`src/rtl/experiment_sequencer.sv`:
```
// Run-level sequencer for the single-shot experiment FSM: start/release/cooldown per shot,
// watchdog recovery of a hung FSM, and shot/failure accounting. Optional macro: RETRY_EN.
module experiment_sequencer #(
   parameter int CNT_W      = 16,
   parameter int FIN_CODE   = 8,
   parameter int RESET_HOLD = 4,
   parameter int MAX_RETRY  = 3
) (
   input  logic             clock,
   input  logic             reset_signal,
   input  logic             arm,
   input  logic             abort,
   input  logic [CNT_W-1:0] shot_count,
   input  logic [31:0]      cooldown,
   input  logic [31:0]      watchdog,
   input  logic [7:0]       fsm_state,
   output logic             fsm_start,
   output logic             fsm_reset,
   output logic             busy,
   output logic             done,
   output logic             error,
   output logic [CNT_W-1:0] shots_done,
   output logic [CNT_W-1:0] fail_count,
   output logic [2:0]       seq_state
);

   typedef enum logic [2:0] {
      ST_IDLE     = 3'd0,
      ST_START    = 3'd1,
      ST_RUN      = 3'd2,
      ST_RELEASE  = 3'd3,
      ST_COOLDOWN = 3'd4,
      ST_RECOVER  = 3'd5,
      ST_DONE     = 3'd6
   } state_t;

   localparam logic [7:0]  FIN_STATE = 8'(FIN_CODE);
   localparam logic [31:0] HOLD_LAST = 32'(RESET_HOLD - 1);
   localparam logic [31:0] TMR_MAX   = 32'hFFFF_FFFF;

   if (RESET_HOLD < 2 || MAX_RETRY < 1) begin : g_bad_cfg
      $error("experiment_sequencer: RESET_HOLD must be >= 2 and MAX_RETRY >= 1");
   end

   function automatic logic [CNT_W-1:0] sat_inc(input logic [CNT_W-1:0] v);
      if (v == {CNT_W{1'b1}}) begin
         return v;
      end else begin
         return v + {{(CNT_W-1){1'b0}}, 1'b1};
      end
   endfunction

   state_t           state_r, next_state_s;
   logic [CNT_W-1:0] shot_cfg_r, shots_done_r, fail_count_r;
   logic [31:0]      cd_lim_r, wd_lim_r, tmr_r;
   logic             abort_r, error_r;
   logic             fsm_start_r, fsm_reset_r, busy_r, done_r;
   logic             cfg_load_s, shot_ok_s, shot_fail_s, abort_go_s;
   logic             wd_hit_s, cd_end_s, hold_end_s, target_s, tmr_clr_s;
   logic             recover_to_done_s, consume_s;

   // One timer serves as watchdog (START..RELEASE), cooldown and reset-hold counter.
   assign wd_hit_s   = (wd_lim_r != 32'd0) && (tmr_r >= (wd_lim_r - 32'd1));
   assign cd_end_s   = (cd_lim_r == 32'd0) || (tmr_r >= (cd_lim_r - 32'd1));
   assign hold_end_s = (tmr_r >= HOLD_LAST);
   assign target_s   = (shots_done_r == shot_cfg_r);
   assign tmr_clr_s  = (next_state_s != state_r) &&
                       ((next_state_s == ST_START) || (next_state_s == ST_COOLDOWN) ||
                        (next_state_s == ST_RECOVER));

`ifdef RETRY_EN
   localparam int              RTY_W     = $clog2(MAX_RETRY + 2);
   localparam logic [RTY_W-1:0] RTY_LIMIT = RTY_W'(MAX_RETRY);
   localparam logic [RTY_W-1:0] RTY_ONE   = RTY_W'(1);
   logic [RTY_W-1:0] retry_r;

   assign recover_to_done_s = (retry_r > RTY_LIMIT);
   assign consume_s         = shot_ok_s;

   // Consecutive-failure count for the current shot; a finished shot clears it.
   always_ff @(posedge clock) begin
      if (!reset_signal) begin
         retry_r <= {RTY_W{1'b0}};
      end else if (cfg_load_s || shot_ok_s) begin
         retry_r <= {RTY_W{1'b0}};
      end else if (shot_fail_s && (retry_r <= RTY_LIMIT)) begin
         retry_r <= retry_r + RTY_ONE;
      end else begin
         retry_r <= retry_r;
      end
   end
`else
   assign recover_to_done_s = target_s;
   assign consume_s         = shot_ok_s | shot_fail_s;
`endif

   // Next-state selection and per-cycle event strobes; abort outranks every other event.
   always_comb begin
      next_state_s = state_r;
      cfg_load_s   = 1'b0;
      shot_ok_s    = 1'b0;
      shot_fail_s  = 1'b0;
      abort_go_s   = 1'b0;
      case (state_r)
         ST_IDLE: begin
            if (arm) begin
               if (shot_count != {CNT_W{1'b0}}) begin
                  cfg_load_s   = 1'b1;
                  next_state_s = ST_START;
               end else begin
                  next_state_s = ST_DONE;
               end
            end else begin
               next_state_s = ST_IDLE;
            end
         end
         ST_START: begin
            if (abort) begin
               abort_go_s   = 1'b1;
               next_state_s = ST_RECOVER;
            end else if (fsm_state != 8'd0) begin
               next_state_s = ST_RUN;
            end else if (wd_hit_s) begin
               shot_fail_s  = 1'b1;
               next_state_s = ST_RECOVER;
            end else begin
               next_state_s = ST_START;
            end
         end
         ST_RUN: begin
            if (abort) begin
               abort_go_s   = 1'b1;
               next_state_s = ST_RECOVER;
            end else if (fsm_state == FIN_STATE) begin
               shot_ok_s    = 1'b1;
               next_state_s = ST_RELEASE;
            end else if (wd_hit_s) begin
               shot_fail_s  = 1'b1;
               next_state_s = ST_RECOVER;
            end else begin
               next_state_s = ST_RUN;
            end
         end
         ST_RELEASE: begin
            if (abort) begin
               abort_go_s   = 1'b1;
               next_state_s = ST_RECOVER;
            end else if (fsm_state == 8'd0) begin
               if (target_s) begin
                  next_state_s = ST_DONE;
               end else begin
                  next_state_s = ST_COOLDOWN;
               end
            end else if (wd_hit_s) begin
               shot_fail_s  = 1'b1;
               next_state_s = ST_RECOVER;
            end else begin
               next_state_s = ST_RELEASE;
            end
         end
         ST_COOLDOWN: begin
            if (abort) begin
               abort_go_s   = 1'b1;
               next_state_s = ST_RECOVER;
            end else if (cd_end_s) begin
               next_state_s = ST_START;
            end else begin
               next_state_s = ST_COOLDOWN;
            end
         end
         ST_RECOVER: begin
            if (hold_end_s) begin
               if (abort || abort_r || recover_to_done_s) begin
                  next_state_s = ST_DONE;
               end else begin
                  next_state_s = ST_COOLDOWN;
               end
            end else begin
               next_state_s = ST_RECOVER;
            end
         end
         ST_DONE: begin
            next_state_s = ST_IDLE;
         end
         default: begin
            next_state_s = ST_IDLE;
         end
      endcase
   end

   // State, shared timer, abort flavour of RECOVER, and registered status outputs.
   always_ff @(posedge clock) begin
      if (!reset_signal) begin
         state_r     <= ST_IDLE;
         tmr_r       <= 32'd0;
         abort_r     <= 1'b0;
         fsm_start_r <= 1'b0;
         fsm_reset_r <= 1'b0;
         busy_r      <= 1'b0;
         done_r      <= 1'b0;
      end else begin
         state_r <= next_state_s;
         if (tmr_clr_s) begin
            tmr_r <= 32'd0;
         end else if (tmr_r != TMR_MAX) begin
            tmr_r <= tmr_r + 32'd1;
         end else begin
            tmr_r <= tmr_r;
         end
         if (abort_go_s) begin
            abort_r <= 1'b1;
         end else if (next_state_s != ST_RECOVER) begin
            abort_r <= 1'b0;
         end else if (abort) begin
            abort_r <= 1'b1;
         end else begin
            abort_r <= abort_r;
         end
         fsm_start_r <= (next_state_s == ST_START) || (next_state_s == ST_RUN);
         fsm_reset_r <= (next_state_s == ST_RECOVER);
         busy_r      <= (next_state_s != ST_IDLE);
         done_r      <= (next_state_s == ST_DONE);
      end
   end

   // Series configuration latch and shot/failure accounting; values hold after DONE.
   always_ff @(posedge clock) begin
      if (!reset_signal) begin
         shot_cfg_r   <= {CNT_W{1'b0}};
         cd_lim_r     <= 32'd0;
         wd_lim_r     <= 32'd0;
         shots_done_r <= {CNT_W{1'b0}};
         fail_count_r <= {CNT_W{1'b0}};
         error_r      <= 1'b0;
      end else if (cfg_load_s) begin
         shot_cfg_r   <= shot_count;
         cd_lim_r     <= cooldown;
         wd_lim_r     <= watchdog;
         shots_done_r <= {CNT_W{1'b0}};
         fail_count_r <= {CNT_W{1'b0}};
         error_r      <= 1'b0;
      end else begin
         if (consume_s) begin
            shots_done_r <= sat_inc(shots_done_r);
         end
         if (shot_fail_s) begin
            fail_count_r <= sat_inc(fail_count_r);
         end
         if (shot_fail_s || abort_go_s) begin
            error_r <= 1'b1;
         end
      end
   end

   assign fsm_start  = fsm_start_r;
   assign fsm_reset  = fsm_reset_r;
   assign busy       = busy_r;
   assign done       = done_r;
   assign error      = error_r;
   assign shots_done = shots_done_r;
   assign fail_count = fail_count_r;
   assign seq_state  = state_r;

endmodule

```
`config.mk`:
```
export PLATFORM = sky130hd
export DESIGN_NAME = experiment_sequencer
export DESIGN_NICKNAME = d
export VERILOG_FILES = /design/src/rtl/experiment_sequencer.sv
export SDC_FILE = /design/constraint.sdc
export NUM_CORES = 1
export LEC_CHECK = 0
export CAP_MARGIN = 5
export CORE_UTILIZATION = 40
export CTS_CLUSTER_DIAMETER = 60
export CTS_CLUSTER_SIZE = 12
export DETAILED_ROUTE_END_ITERATION = 7
export GPL_TIMING_DRIVEN = 0
export PLACE_DENSITY_LB_ADDON = 0.12
export SYNTH_ARGS = -nofsm -noshare
export SYNTH_HDL_FRONTEND = slang
export SYNTH_SLANG_ARGS = --single-unit
```
`constraint.sdc`:
```
create_clock -name clock -period 5.5 [get_ports clock]
set_input_delay 1.65 -clock clock [delete_from_list [all_inputs] [get_ports clock]]
set_output_delay 1.65 -clock clock [all_outputs]
set_load 0.02 [all_outputs]
```
# ---- Yosys cells after proc, flatten, opt, wreduce, memory -nomap -nowiden
# Cells that the tools add are included.
dict set report totals {
  regBits 153
  latch_bits 0
  ram_bits 0
  mem_bits_ro 0
  input_bits 92
  out_inout_bits 40
  wordCells 100
  memories 0
}
dict set report classes {
  addsub 5
  mul 0
  div_mod_pow 0
  n_lt_le_gt_ge 3
  eq_ne 17
  shifts 0
  muxes 36
  n_bitwise 4
  reduce_logical 22
}
# op count
set ops {}
lappend ops {{$ge 32x32->1} 2}
lappend ops {{$sub 32x1->32 const B} 2}
lappend ops {{$mux 3} 14}
lappend ops {{$add 16x1->16 const B} 2}
lappend ops {{$add 32x1->32 const B} 1}
lappend ops {{$eq 16x16->1 const B} 2}
lappend ops {{$ge 32x2->1 const B} 1}
lappend ops {{$logic_not 32->1} 1}
lappend ops {{$ne 32x32->1 const B} 1}
lappend ops {{$reduce_bool 32->1} 1}
lappend ops {{$mux 1} 18}
lappend ops {{$pmux 3 s6} 1}
lappend ops {{$eq 16x16->1} 1}
lappend ops {{$reduce_bool 16->1} 1}
lappend ops {{$eq 3x3->1 const B} 5}
lappend ops {{$eq 3x2->1 const B} 3}
lappend ops {{$eq 8x4->1 const B} 1}
lappend ops {{$logic_not 8->1} 1}
lappend ops {{$reduce_bool 8->1} 1}
lappend ops {{$logic_or 1x1->1} 7}
lappend ops {{$eq 3x1->1 const B} 2}
lappend ops {{$reduce_bool 3->1} 2}
lappend ops {{$mux 2} 2}
lappend ops {{$reduce_and 2->1} 2}
lappend ops {{9 further kinds} 13}

# ---- Logic depth before layout (Yosys ltp)
# Gate-level depths: netlist of the first run.
dict set report logic_depth {
  word_depth 12
  depth_mapped 19
  ltp_nobuf 17
}

# ---- Least setup slack after synthesis of the first run
# OpenSTA, ideal clock, no wires.
dict set report synth_timing {
  kind {reg2reg}
  start {reg cd_lim_r[2]}
  end {reg tmr_r[3]}
  t_arrival_ps 4448
  t_required_ps 5436
  setup_slack_ps 988
  stages_incl_launch_ff 20
  path_buffers 2
  period_less_slack_ps 4512
  cell_sequence {dfxtp_1 or4_1 clkbuf_1 nor4_2 nand2b_1 nor4_4 nand2_1 or2_2 nor3_1 xnor2_1 ha_1 nand4_1 o21bai_1 a2111oi_0 nand3_1 o311a_1 o41ai_1 a211oi_4 buf_6 nor2_1}
}
dict set report synth_between {
  elab_chain_len 11
  word_cells_on_any_way 15
  cone_classes {1 x add/sub; 1 x order compare; 4 x eq/ne; 3 x mux; 6 x reduce/logical}
}
# element line_no
set synth_rtl {}
lappend synth_rtl {{from (decl)} 55} ;# logic [31:0] cd_lim_r, wd_lim_r, tmr_r;
lappend synth_rtl {{from (signal assigned)} 237} ;# cd_lim_r <= cooldown;
lappend synth_rtl {{$sub 32x1->32} 64} ;# assign cd_end_s = (cd_lim_r == 32'd0) || (tmr_r >= (cd_lim_r - 32'd1));
lappend synth_rtl {{$ge 32x32->1} 64}
lappend synth_rtl {{$logic_or 1x1->1 (*)} 64}
lappend synth_rtl {{$mux 3 (*)} 165} ;# end else if (cd_end_s) begin
lappend synth_rtl {{$mux 3 (*)} 162} ;# if (abort) begin
lappend synth_rtl {{$pmux 3 s6 (*)} 104} ;# case (state_r)
lappend synth_rtl {{$eq 3x1->1 or $eq 3x3->1 (tied branches)} 68} ;# ((next_state_s == ST_START) || (next_state_s == ST_COOLDOWN) ||
lappend synth_rtl {{$logic_or 1x1->1 (2 in series)} 68}
lappend synth_rtl {{$logic_and 1x1->1 (*)} 67} ;# assign tmr_clr_s = (next_state_s != state_r) &&
lappend synth_rtl {{$reduce_or 2->1 (no source line) (*)} n/a}
lappend synth_rtl {{to (signal assigned)} 206} ;# tmr_r <= tmr_r + 32'd1;
lappend synth_rtl {{to (signal assigned)} 208} ;# tmr_r <= tmr_r;
lappend synth_rtl {{to (decl)} 55}
# Mark *: on every way between the ends. The rest lies on a longest branch, timed or not.
# A chain may end at the register's enable or synchronous reset.

# ---- Worst setup path after layout of the first run
dict set report layout_timing {
  start {reg cd_lim_r[2]}
  end {reg tmr_r[9]}
}
# The elaborated chain is that of the path after synthesis.

==> summary.md, run 1 <==
| Metric | Value |
|---|---|
| CTS root buf | clkbuf_16 |
| CTS H-tree lvls | 4 |
| Biggest area consumer among synthesized cells | dfxtp_1 |
| Total of buffers placed on input and output ports | 131 |
| Number of global-route vias before repair | 8024 |
| Number of detailed-route iterations in the first pass | 5 |
| Cell area after layout | 11600 um2 |
| Most common cell after layout, fill and taps aside | nand2_1 |
| Worst skew pair latency | 0.43 ns |
| Result of the run | finished, final reports clean |
| Post-route DRC violation count | 0 |
| Ranking of synthesized cells by area | dfxtp_1, ha_1, nand2_1, xnor2_1, a21oi_1 |
| Via count | 8557 |
| Data arrival time of the critical path | 5.52 ns |
| Top-area cell type share of the netlist area | 33.1% |
| Layout cells sized above 1 | 5.16% |
| Largest net degree at the start of global routing | 17 |
| Total congestion overflow after global routing | 0 |
| Clock transition at path regs | 0.06 ns |
| Prevailing post-synth register cell | dfxtp_1 |
| Synthesized netlist cell count | 1169 |
| Final hold vios | 0 |
| Final number of setup-violating endpoints | 0 |
| Std cell rows | 55 |
| Static leakage | 4.43 nW |
| Min Clock Period, post-route | 5.16 ns |
| CTS tree | yes |
| Syn_nets | 1330 |
| Worst supply voltage drop on vdd | 0.175 mV |
| Detail-routed net length per standard cell | 15.4 um |
| Number of enable-type register cells in the synthesized netlist | 0 |
| Worst setup SP type | register |
| Initial DRC count | 461 |
| Placeable Area | 22600 um2 |
| Power consumption | 0.00365 W |
| Number of antenna violations at the first check in global routing | 0 |
| I/O pin cnt | 132 |
| Net count reported at finish | 1485 |
| Inserted Clock Buffers | 17 |
| Post-place instance area | 10900 um2 |
| Placed cell count | 1585 |
| Final-report max-slew violation count | 0 |
| Global-route wire length before repair | 41000 um |
| Vias/cell | 5.28 |
| Clock Tree Buf Depth | 2 |
| Detailed placer's ending HPWL | 19300 um |
| Final std cells w/o fill | 1622 |
| Period utilisation layout | 93.8% |
| Maximum Capacitance Violations | 0 |
| Routability cong. | 0.873 |
| Width of the chip | 154 um |
| Minimum setup slack among reg-to-reg paths | 0.34 ns |
| Initial standard-cell utilization of the core | 40.9% |
| Floorplan die height | 154 um |
| Area growth from synthesis to final layout | 25.7% |
| Max transition margin | 16.3% |
| Worst Skew | 0.0146 ns |
| Sort of element at the end of the critical path | register |
| Async set or reset register ratio after synthesis | 0% |
| Clock sink count | 153 |
| Detailed Route WL | 24900 um |
| Pwr Density | 314 nW/um2 |
| Final cell utilization of the core | 51.4% |
| Number of different library cells in the post-synthesis netlist | 61 |
| Critical path class | register to register |
| Yosys Warn Count | 0 |
| Worst min path class | register to register |
| Leading cell types in the layout, fill and taps excluded | nand2_1, dfxtp_1, clkdlybuf4s50_1 |
| Sequential cell area fraction in the yosys report | 33.1% |
| Maximum achievable frequency | 0.194 GHz |
| Post-Synthesis Cell Area | 9250 um2 |
| RSZ-0062 raised after global routing | false |
| Number of storage elements in the synthesis netlist | 153 |
| Transition time of the tightest slew-check pin | 1.24 ns |
| Maximum fanout along the worst path | 10 |
| Global-route usage over all layers | 21.7% |
| Remaining number of nets flagged by the antenna check after routing | 0 |
| Critical path required time | 5.86 ns |
| Area enclosed by the die boundary | 23700 um2 |
| Average cell area after synthesis | 7.91 um2 |
| Antenna Diode Count | 0 |
==> cell type report <==
class	instances	area, um2
plain buffers	49	216
clock buffers	18	429
clock inverters	14	149
fillers	2224	11000
inverters	20	75.1
multi-input cells	947	5980
flip-flops and latches	153	3060
well taps	285	357
repair buffers	136	1360
==> flip-flops by register name, summed over array words and instances (netlist names) <==
| signal | cells |
|---|---|
| wd_lim_r | 32 |
| busy | 1 |
| error | 1 |
| done | 1 |
| seq_state | 3 |
| shots_done | 16 |
| shot_cfg_r | 16 |
| fsm_reset | 1 |
| fsm_start | 1 |
| tmr_r | 32 |
| fail_count | 16 |
| cd_lim_r | 32 |
| abort_r | 1 |
==> through the flow <==
step	worst slack [ns]	setup TNS, ns	hold WS, ns
floorplan	0.988	0	0.448
global placement	-0.122	-3.49	0.454
detailed placement	-0.159	-4.56	0.461
CTS	0.00379	0	0.469
global route	0.00206	0	0.484
finish	0.341	0	0.469
==> power by group <==
part / total, W / internal [W] / switching, W
sequential: 0.00129 / 0.00119 / 0.0000965
combinational: 0.00120 / 0.000517 / 0.000679
clock: 0.00116 / 0.000670 / 0.000494
total: 0.00365 / 0.00238 / 0.00127
==> critical path: stages (launching register included) <==
cell and delay [ns]:
dfxtp_1 0.35, or4_1 0.53, clkbuf_1 0.21, nor4_4 0.21, nand2b_1 0.20, nor4_4 0.34
nand2_1 0.14, or2_2 0.33, nor3_1 0.22, xnor2_1 0.17, ha_1 0.29, nand4_1 0.22
o21bai_1 0.13, a2111oi_2 0.34, nand3_1 0.11, buf_4 0.17, o311a_1 0.34, o41ai_4 0.29
a211oi_4 0.12, buf_12 0.16, buf_6 0.14, nor2_1 0.10
==> final timing paths <==
| path | startpoint | end | cells after the start |
|---|---|---|---|
| max | cd_lim_r[2] | tmr_r[9] | 21 |
| min | shot_cfg_r[13] | shot_cfg_r[13] | 2 |
| max reg2reg | cd_lim_r[2] | tmr_r[9] | 21 |
| min reg2reg | shot_cfg_r[13] | shot_cfg_r[13] | 2 |
==> cells by family after synthesis <==
kind of cell / after synthesis / share of synthesized area [%]
and+or+nand+nor: 552 / 28.8
AOI/OAI and AO/OA: 199 / 13.6
DFF: 153 / 33.1
xor gates and xnor gates: 125 / 11.8
buffers and inverters: 69 / 3.15
adders and majority gates: 69 / 9.33
muxes: 2 / 0.216
==> routing by layer <==
layer,GRT usage (%),share of wire (%)
met4,7.81,2.3
met2,33.9,43
met5,0,0
met3,3.80,4.4
met1,30.0,50
==> synth_stat cells (all sizes together) (3+ instances only) <==
cell,number
a31o,6
nor3,39
or3,7
a31oi,6
a211oi,10
dfxtp,153
ha,69
nand2b,11
or4,11
nor4,44
nand2,218
clkbuf,41
nand4b,3
inv,20
a21oi,120
and3,15
a21o,8
xor2,40
o211ai,5
nor2b,8
nor3b,4
nor2,110
buf,8
and4,6
o21a,3
nand3,32
nor4b,5
a41o,4
nand4,23
o211a,3
xnor2,85
o21ai,16
and2,9
==> repair_timing <==
item,CTS,global route
pin swaps,0,5
hold buffers,0,0
buffers inserted,0,5
setup endpoints to repair,32,60
gates resized for setup,2,10
Power figures use the tool's default switching activity.
==> inputs of run 2 (changes only) <==
--- a/config.mk
+++ b/config.mk
@@ -6,12 +6,15 @@
 export NUM_CORES = 1
 export LEC_CHECK = 0
 export CAP_MARGIN = 5
+export CORE_MARGIN = 1
 export CORE_UTILIZATION = 40
 export CTS_CLUSTER_DIAMETER = 60
 export CTS_CLUSTER_SIZE = 12
 export DETAILED_ROUTE_END_ITERATION = 7
+export DONT_BUFFER_PORTS = 1
 export GPL_TIMING_DRIVEN = 0
 export PLACE_DENSITY_LB_ADDON = 0.12
+export RECOVER_POWER = 100
 export SYNTH_ARGS = -nofsm -noshare
 export SYNTH_HDL_FRONTEND = slang
 export SYNTH_SLANG_ARGS = --single-unit
==> summary.md, run 2 (synthesis results as in run 1) <==
| Metric | Value |
|---|---|
| Worst min path class | register to register (unchanged) |
| Inserted Clock Buffers | 17 (unchanged) |
| Antenna Diode Count | 0 (unchanged) |
| Capturing element of the worst setup path | tmr_r[15] (was tmr_r[9]) |
| RSZ-0062 raised after global routing | true (was false) |
| Final-report max-slew violation count | 0 (unchanged) |
| Master of the slowest instance on the critical path | or4_1 (unchanged) |
| Clock transition at path regs | 0.07 ns (was 0.06 ns) |
| Worst skew pair latency | 0.43 ns (about the same) |
| Pwr Density | 351 nW/um2 (was 314 nW/um2) |
| Data arrival time of the critical path | 5.47 ns (was 5.52 ns) |
| Minimum setup slack among reg-to-reg paths | 0.39 ns (was 0.34 ns) |
| Transition time of the tightest slew-check pin | 1.22 ns (was 1.24 ns) |
| Clock Tree Buf Depth | 2 (unchanged) |
| Cell seen most often among critical-path stages | nor4_4 (unchanged) |
| Static leakage | 3.96 nW (was 4.43 nW) |
| Global-route wire length before repair | 40100 um (was 41000 um) |
| Share of total power consumed by net switching | 34.0% (was 34.8%) |
| Biggest regs | cd_lim_r: 32 flops, tmr_r: 32 flops, wd_lim_r: 32 flops (unchanged) |
| Initial standard-cell utilization of the core | 40.9% (unchanged) |
| Worst supply voltage drop on vdd | 0.183 mV (was 0.175 mV) |
| Width of the chip | 154 um (unchanged) |
| Post-Route Setup TNS | 0 ns (unchanged) |
| Worst hold path startpoint | shot_cfg_r[11] (was shot_cfg_r[13]) |
| Number of antenna violations at the first check in global routing | 0 (unchanged) |
| Beginning of the critical path | cd_lim_r[2] (unchanged) |
| Period utilisation layout | 92.9% (was 93.8%) |
| Detailed Route WL | 24800 um (was 24900 um) |
| Number of global-route vias before repair | 7423 (was 8024) |
| Number of buffer and inverter stages on the critical path | 4 (unchanged) |
| Final std cells w/o fill | 1489 (was 1622) |
| Via count | 8030 (was 8557) |
| Logic depth of the worst setup path including buffers | 21 (unchanged) |
| Internal cell power | 0.00240 W (was 0.00238 W) |
| Placeable Area | 22600 um2 (unchanged) |
| Final cell utilization of the core | 45.8% (was 51.4%) |
| Result of the run | finished, final reports clean (unchanged) |
| Worst Skew | 0.0103 ns (was 0.0146 ns) |
| Family with the most delay on the worst path | simple AND/OR/NAND/NOR gates (unchanged) |
| Routability cong. | 0.844 (was 0.873) |
| Vias/cell | 5.39 (was 5.28) |
| Sort of element at the end of the critical path | register (unchanged) |
| Max transition margin | 17.3% (was 16.3%) |
| Number of detailed-route iterations in the first pass | 5 (unchanged) |
| Total congestion overflow after global routing | 0 (unchanged) |
| Worst setup SP type | register (unchanged) |
| CTS root buf | clkbuf_16 (unchanged) |
| Delay contributed by the slowest stage of the critical path | 0.52 ns (was 0.53 ns) |
| Largest net degree at the start of global routing | 17 (unchanged) |
| Detailed placer's ending HPWL | 19200 um (was 19300 um) |
| Area growth from synthesis to final layout | 12.0% (was 25.7%) |
| CTS H-tree lvls | 4 (unchanged) |
| Std cell rows | 55 (unchanged) |
| Part of the total power dissipated in the clock network | 34.3% (was 31.9%) |
| Worst flop-to-flop path startpoint | cd_lim_r[2] (unchanged) |
| Final number of setup-violating endpoints | 0 (unchanged) |
| Reg power frac | 35.8% (was 35.3%) |
| Critical path class | register to register (unchanged) |
| Initial DRC count | 448 (was 461) |
| Most common cell after layout, fill and taps aside | nand2_1 (unchanged) |
| Cell count of the worst reg-to-reg path | 21 (unchanged) |
| Layout cells sized above 1 | 5.32% (was 5.16%) |
| Clock sink count | 153 (unchanged) |
| Post-route DRC violation count | 0 (unchanged) |
| I/O pin cnt | 132 (unchanged) |
| Maximum achievable frequency | 0.196 GHz (was 0.194 GHz) |
| FF-to-FF End | tmr_r[15] (was tmr_r[9]) |
| Comb power frac | 29.9% (was 32.8%) |
| Maximum Capacitance Violations | 0 (unchanged) |
| Critical path required time | 5.86 ns (about the same) |
| Placed cell count | 1454 (was 1585) |
| Floorplan die height | 154 um (unchanged) |
| Critical Path, Cell by Cell | or4_1 > clkbuf_1 > nor4_4 > nand2b_1 > nor4_4 > nand2_1 > or2_2 > nor3_1 > xnor2_1 > ha_1 > nand4_1 > o21bai_1 > a2111oi_1 > nand3_1 > buf_4 > o311a_1 > o41ai_4 > a211oi_4 > buf_12 > buf_6 > nor2_1 (was or4_1 > clkbuf_1 > nor4_4 > nand2b_1 > nor4_4 > nand2_1 > or2_2 > nor3_1 > xnor2_1 > ha_1 > nand4_1 > o21bai_1 > a2111oi_2 > nand3_1 > buf_4 > o311a_1 > o41ai_4 > a211oi_4 > buf_12 > buf_6 > nor2_1) |
| Detail-routed net length per standard cell | 16.7 um (was 15.4 um) |
| Global-route usage over all layers | 21.5% (was 21.7%) |
| Net count reported at finish | 1353 (was 1485) |
| Min Clock Period, post-route | 5.11 ns (was 5.16 ns) |
| Area enclosed by the die boundary | 23700 um2 (unchanged) |
| Hold buffer count at cts | 0 (unchanged) |
| Leading cell types in the layout, fill and taps excluded | nand2_1, dfxtp_1, a21oi_1 (was nand2_1, dfxtp_1, clkdlybuf4s50_1) |
| Maximum fanout along the worst path | 10 (unchanged) |
| CTS tree | yes (unchanged) |
| Switching pwr | 0.00124 W (was 0.00127 W) |
| Final hold vios | 0 (unchanged) |
| Remaining number of nets flagged by the antenna check after routing | 0 (unchanged) |
| Total of buffers placed on input and output ports | 0 (was 131) |
run 2: cell types whose count changed in the layout (fill, tap and decap cells not counted), sizes merged:
cell and change:
buf -3, bufinv +2, clkbuf +4, clkdlybuf4s50 -131, clkinv -2, clkinvlp -2
inv -1
run 2: stage by stage:
step | power (W) | hold WS, ns | setup slack, ns | instance area, um2
global placement | 0.00236 | 0.454 | -0.186 | 9610
CTS | 0.00365 | 0.470 | 0.0985 | 10300
global route | 0.00389 | 0.487 | -0.00515 | 10400
detailed placement | 0.00237 | 0.461 | -0.231 | 9610
floorplan | 0.00212 | 0.448 | 0.988 | 9250
finish | 0.00364 | 0.469 | 0.390 | 10400
run 2: repair_timing:
item                       4_1_cts  5_1_grt
resized for setup                2       11
setup buffers                    1        3
pin swaps                        1        4
setup endpoints to repair       32       50
run 2: cell type report:
class                           count  area, um2
Clock buffer                       20        447
Fill cell                        2250      12300
Multi-Input combinational cell    947       5990
Inverter                           20       75.1
Timing Repair Buffer                4       42.5
Buffer                             49        215
Clock inverter                     11        171
Sequential cell                   153       3060
Tap cell                          285        357
run 2: worst min-delay path by stage:
stage,to,cells past startpoint
2_1_floorplan,shot_cfg_r[0],2
3_3_place_gp,shot_cfg_r[8],2
3_5_place_dp,shot_cfg_r[11],2
4_1_cts,shot_cfg_r[11],2
5_1_grt,shot_cfg_r[12],2
6_report,shot_cfg_r[11],2
run 2: routing by layer:
| metal | track usage, % | part of all wire, % | vias to the layer above |
|---|---|---|---|
| met5 | 0 | 0 | - |
| li1 | - | - | 4162 |
| met3 | 4.17 | 4.7 | 21 |
| met4 | 5.62 | 1.1 | 0 |
| met1 | 31.1 | 51 | 3683 |
| met2 | 32.5 | 43 | 164 |
run 2: tightest hold or removal path: cells and delay by family (launching register included):
| family | cells | cell delay, ns |
|---|---|---|
| AOI/OAI and AO/OA | 1 | 0.05 |
| DFF | 1 | 0.32 |
| and+or+nand+nor | 1 | 0.05 |
run 2: power groups by stage:
stage | clock network, W | logic (W) | registers (W)
6_report | 0.00125 | 0.00109 | 0.00130
5_1_grt | 0.00133 | 0.00125 | 0.00132
4_1_cts | 0.00128 | 0.00108 | 0.00130
3_5_place_dp | 0 | 0.00105 | 0.00132
3_3_place_gp | 0 | 0.00104 | 0.00132
2_1_floorplan | 0 | 0.000821 | 0.00130
==> inputs of run 3 (changes only) <==
--- a/config.mk
+++ b/config.mk
@@ -6,7 +6,6 @@
 export NUM_CORES = 1
 export LEC_CHECK = 0
 export CAP_MARGIN = 5
-export CORE_MARGIN = 1
 export CORE_UTILIZATION = 40
 export CTS_CLUSTER_DIAMETER = 60
 export CTS_CLUSTER_SIZE = 12
@@ -15,6 +14,7 @@
 export GPL_TIMING_DRIVEN = 0
 export PLACE_DENSITY_LB_ADDON = 0.12
 export RECOVER_POWER = 100
+export REMOVE_ABC_BUFFERS = 1
 export SYNTH_ARGS = -nofsm -noshare
 export SYNTH_HDL_FRONTEND = slang
 export SYNTH_SLANG_ARGS = --single-unit
==> summary.md, run 3 (synthesis results as in run 1) <==
| Metric | Value |
|---|---|
| Result of the run | finished, final reports clean (unchanged) |
| Area enclosed by the die boundary | 23700 um2 (unchanged) |
| Clock Tree Buf Depth | 2 (unchanged) |
| Via count | 7957 (was 8030) |
| FF-to-FF End | tmr_r[2] (was tmr_r[15]) |
| Total of buffers placed on input and output ports | 0 (unchanged) |
| Max transition margin | 23.0% (was 17.3%) |
| Worst setup SP type | register (unchanged) |
| Hold buffer count at cts | 0 (unchanged) |
| Final number of setup-violating endpoints | 0 (unchanged) |
| Largest net degree at the start of global routing | 81 (was 17) |
| Maximum fanout along the worst path | 23 (was 10) |
| Antenna Diode Count | 0 (unchanged) |
| Worst min path class | register to register (unchanged) |
| CTS H-tree lvls | 4 (unchanged) |
| Number of detailed-route iterations in the first pass | 5 (unchanged) |
| Number of antenna violations at the first check in global routing | 0 (unchanged) |
| Biggest regs | cd_lim_r: 32 flops, tmr_r: 32 flops, wd_lim_r: 32 flops (unchanged) |
| Period utilisation layout | 93.1% (was 92.9%) |
| Cell count of the worst reg-to-reg path | 19 (was 21) |
| RSZ-0062 raised after global routing | false (was true) |
| Master of the slowest instance on the critical path | or4_1 (unchanged) |
| Std cell rows | 55 (unchanged) |
| Clock transition at path regs | 0.06 ns (was 0.07 ns) |
| Net count reported at finish | 1310 (was 1353) |
| Critical Path, Cell by Cell | inv_1 > ha_1 > or4b_1 > or4_1 > nor2_1 > nand2_1 > nor2_1 > xnor2_1 > ha_1 > nand4_1 > nor3_1 > a22oi_1 > and2_0 > a311oi_2 > and4bb_1 > a211oi_4 > buf_4 > buf_16 > nor3_1 (was or4_1 > clkbuf_1 > nor4_4 > nand2b_1 > nor4_4 > nand2_1 > or2_2 > nor3_1 > xnor2_1 > ha_1 > nand4_1 > o21bai_1 > a2111oi_1 > nand3_1 > buf_4 > o311a_1 > o41ai_4 > a211oi_4 > buf_12 > buf_6 > nor2_1) |
| Routability cong. | 0.788 (was 0.844) |
| Sort of element at the end of the critical path | register (unchanged) |
| Worst flop-to-flop path startpoint | wd_lim_r[0] (was cd_lim_r[2]) |
| Global-route wire length before repair | 37600 um (was 40100 um) |
| Post-route DRC violation count | 0 (unchanged) |
| Detailed placer's ending HPWL | 16900 um (was 19200 um) |
| Inserted Clock Buffers | 17 (unchanged) |
| Most common cell after layout, fill and taps aside | nand2_1 (unchanged) |
| Initial DRC count | 332 (was 448) |
| Final hold vios | 0 (unchanged) |
| Delay contributed by the slowest stage of the critical path | 0.68 ns (was 0.52 ns) |
| Minimum setup slack among reg-to-reg paths | 0.38 ns (was 0.39 ns) |
| Final worst setup slack | 0.377 ns (was 0.390 ns) |
| Initial standard-cell utilization of the core | 40.9% (unchanged) |
| Worst supply voltage drop on vdd | 0.177 mV (was 0.183 mV) |
| Data arrival time of the critical path | 5.43 ns (was 5.47 ns) |
| Vias/cell | 5.50 (was 5.39) |
| Static leakage | 3.93 nW (was 3.96 nW) |
| Placement-stage worst setup slack | -0.328 ns (was -0.231 ns) |
| CTS tree | yes (unchanged) |
| Power consumption | 0.00362 W (was 0.00364 W) |
| Worst skew pair latency | 0.43 ns (about the same) |
| Maximum Capacitance Violations | 0 (unchanged) |
| Critical path class | register to register (unchanged) |
| Detailed Route WL | 22700 um (was 24800 um) |
| Remaining number of nets flagged by the antenna check after routing | 0 (unchanged) |
| Final cell utilization of the core | 45.2% (was 45.8%) |
| Maximum achievable frequency | 0.195 GHz (was 0.196 GHz) |
| Total congestion overflow after global routing | 0 (unchanged) |
| I/O pin cnt | 132 (unchanged) |
| Number of global-route vias before repair | 7347 (was 7423) |
| Beginning of the critical path | wd_lim_r[0] (was cd_lim_r[2]) |
| Worst Skew | 0.0133 ns (was 0.0103 ns) |
| Final-report max-slew violation count | 0 (unchanged) |
| Floorplan die height | 154 um (unchanged) |
| Global-route usage over all layers | 19.7% (was 21.5%) |
| Capturing element of the worst setup path | tmr_r[2] (was tmr_r[15]) |
| Number of fill cells in the layout | 2303 (was 2250) |
| Layout cells sized above 1 | 6.20% (was 5.32%) |
| Area growth from synthesis to final layout | 10.6% (was 12.0%) |
| Placeable Area | 22600 um2 (unchanged) |
| Detail-routed net length per standard cell | 15.7 um (was 16.7 um) |
| Clock sink count | 153 (unchanged) |
| CTS root buf | clkbuf_16 (unchanged) |
| Critical path required time | 5.80 ns (was 5.86 ns) |
| Min Clock Period, post-route | 5.12 ns (was 5.11 ns) |
| Width of the chip | 154 um (unchanged) |
| Leading cell types in the layout, fill and taps excluded | nand2_1, dfxtp_1, a21oi_1 (unchanged) |
| Transition time of the tightest slew-check pin | 1.15 ns (was 1.22 ns) |
| Pwr Density | 353 nW/um2 (was 351 nW/um2) |
| Hold-critical path depth | 2 (unchanged) |
run 3: changes by cell type in the layout (fill, tap and decap cells not counted), moves of 3 or more:
| cell | delta |
|---|---|
| clkbuf_2 | +3 |
| buf_6 | -4 |
| inv_6 | +6 |
| clkbuf_1 | -45 |
run 3: worst max-delay path, delay by kind of cell (launching register included):
family                     cells  cell delay (ns)
and+or+nand+nor               10             2.81
AOI/OAI and AO/OA              3             0.80
adders and majority gates      2             0.52
buffers and inverters          3             0.42
DFF                            1             0.32
xor gates and xnor gates       1             0.10
run 3: layout make-up:
cell class / count / area, um2 / share of cell area (%)
well taps: 285 / 357 / 3.48
inverters: 20 / 77.6 / 0.758
clock inverters: 15 / 198 / 1.93
multi-input cells: 947 / 6000 / 58.6
clock buffers: 17 / 425 / 4.16
repair buffers: 10 / 118 / 1.15
flip-flops and latches: 153 / 3060 / 29.9
run 3: power breakdown:
part	internal, W	switching, W
clock	0.000732	0.000525
sequential	0.00119	0.000117
combinational	0.000436	0.000614
total	0.00236	0.00126
run 3: metrics by stage:
stage          cell area, um2  hold WS, ns  TNS [ns]  instances
2_1_floorplan            9030        0.448         0       1120
3_3_place_gp             9390        0.455    -69.71       1405
3_5_place_dp             9480        0.461     -9.23       1409
4_1_cts                 10200        0.471         0       1446
5_1_grt                 10200        0.483         0       1447
6_report                10200        0.469         0       1447
run 3: repair_timing:
| item | 4_1_cts | 5_1_grt |
|---|---|---|
| cloned | 0 | 0 |
| setup buffers | 5 | 1 |
| pin swaps | 1 | 2 |
| gates resized for setup | 3 | 13 |
| setup endpoints to repair | 40 | 64 |
run 3: metal layers:
metal  share of wire, %  GRT usage, %  vias to the layer above
met4                1.1          5.33                        0
met1                 48          26.1                     3731
met2                 46          31.7                      131
li1                   -             -                     4084
met3                4.7          4.85                       11
met5                  0             0                        -
run 3: how the worst min path moves through the flow:
stage / start / endpoint / slack (ns)
floorplan: shot_cfg_r[0] / shot_cfg_r[0] / 0.45
global placement: shot_cfg_r[2] / shot_cfg_r[2] / 0.45
detailed placement: shot_cfg_r[8] / shot_cfg_r[8] / 0.46
CTS: shot_cfg_r[8] / shot_cfg_r[8] / 0.47
global route: shot_cfg_r[9] / shot_cfg_r[9] / 0.48
finish: wd_lim_r[1] / wd_lim_r[1] / 0.47
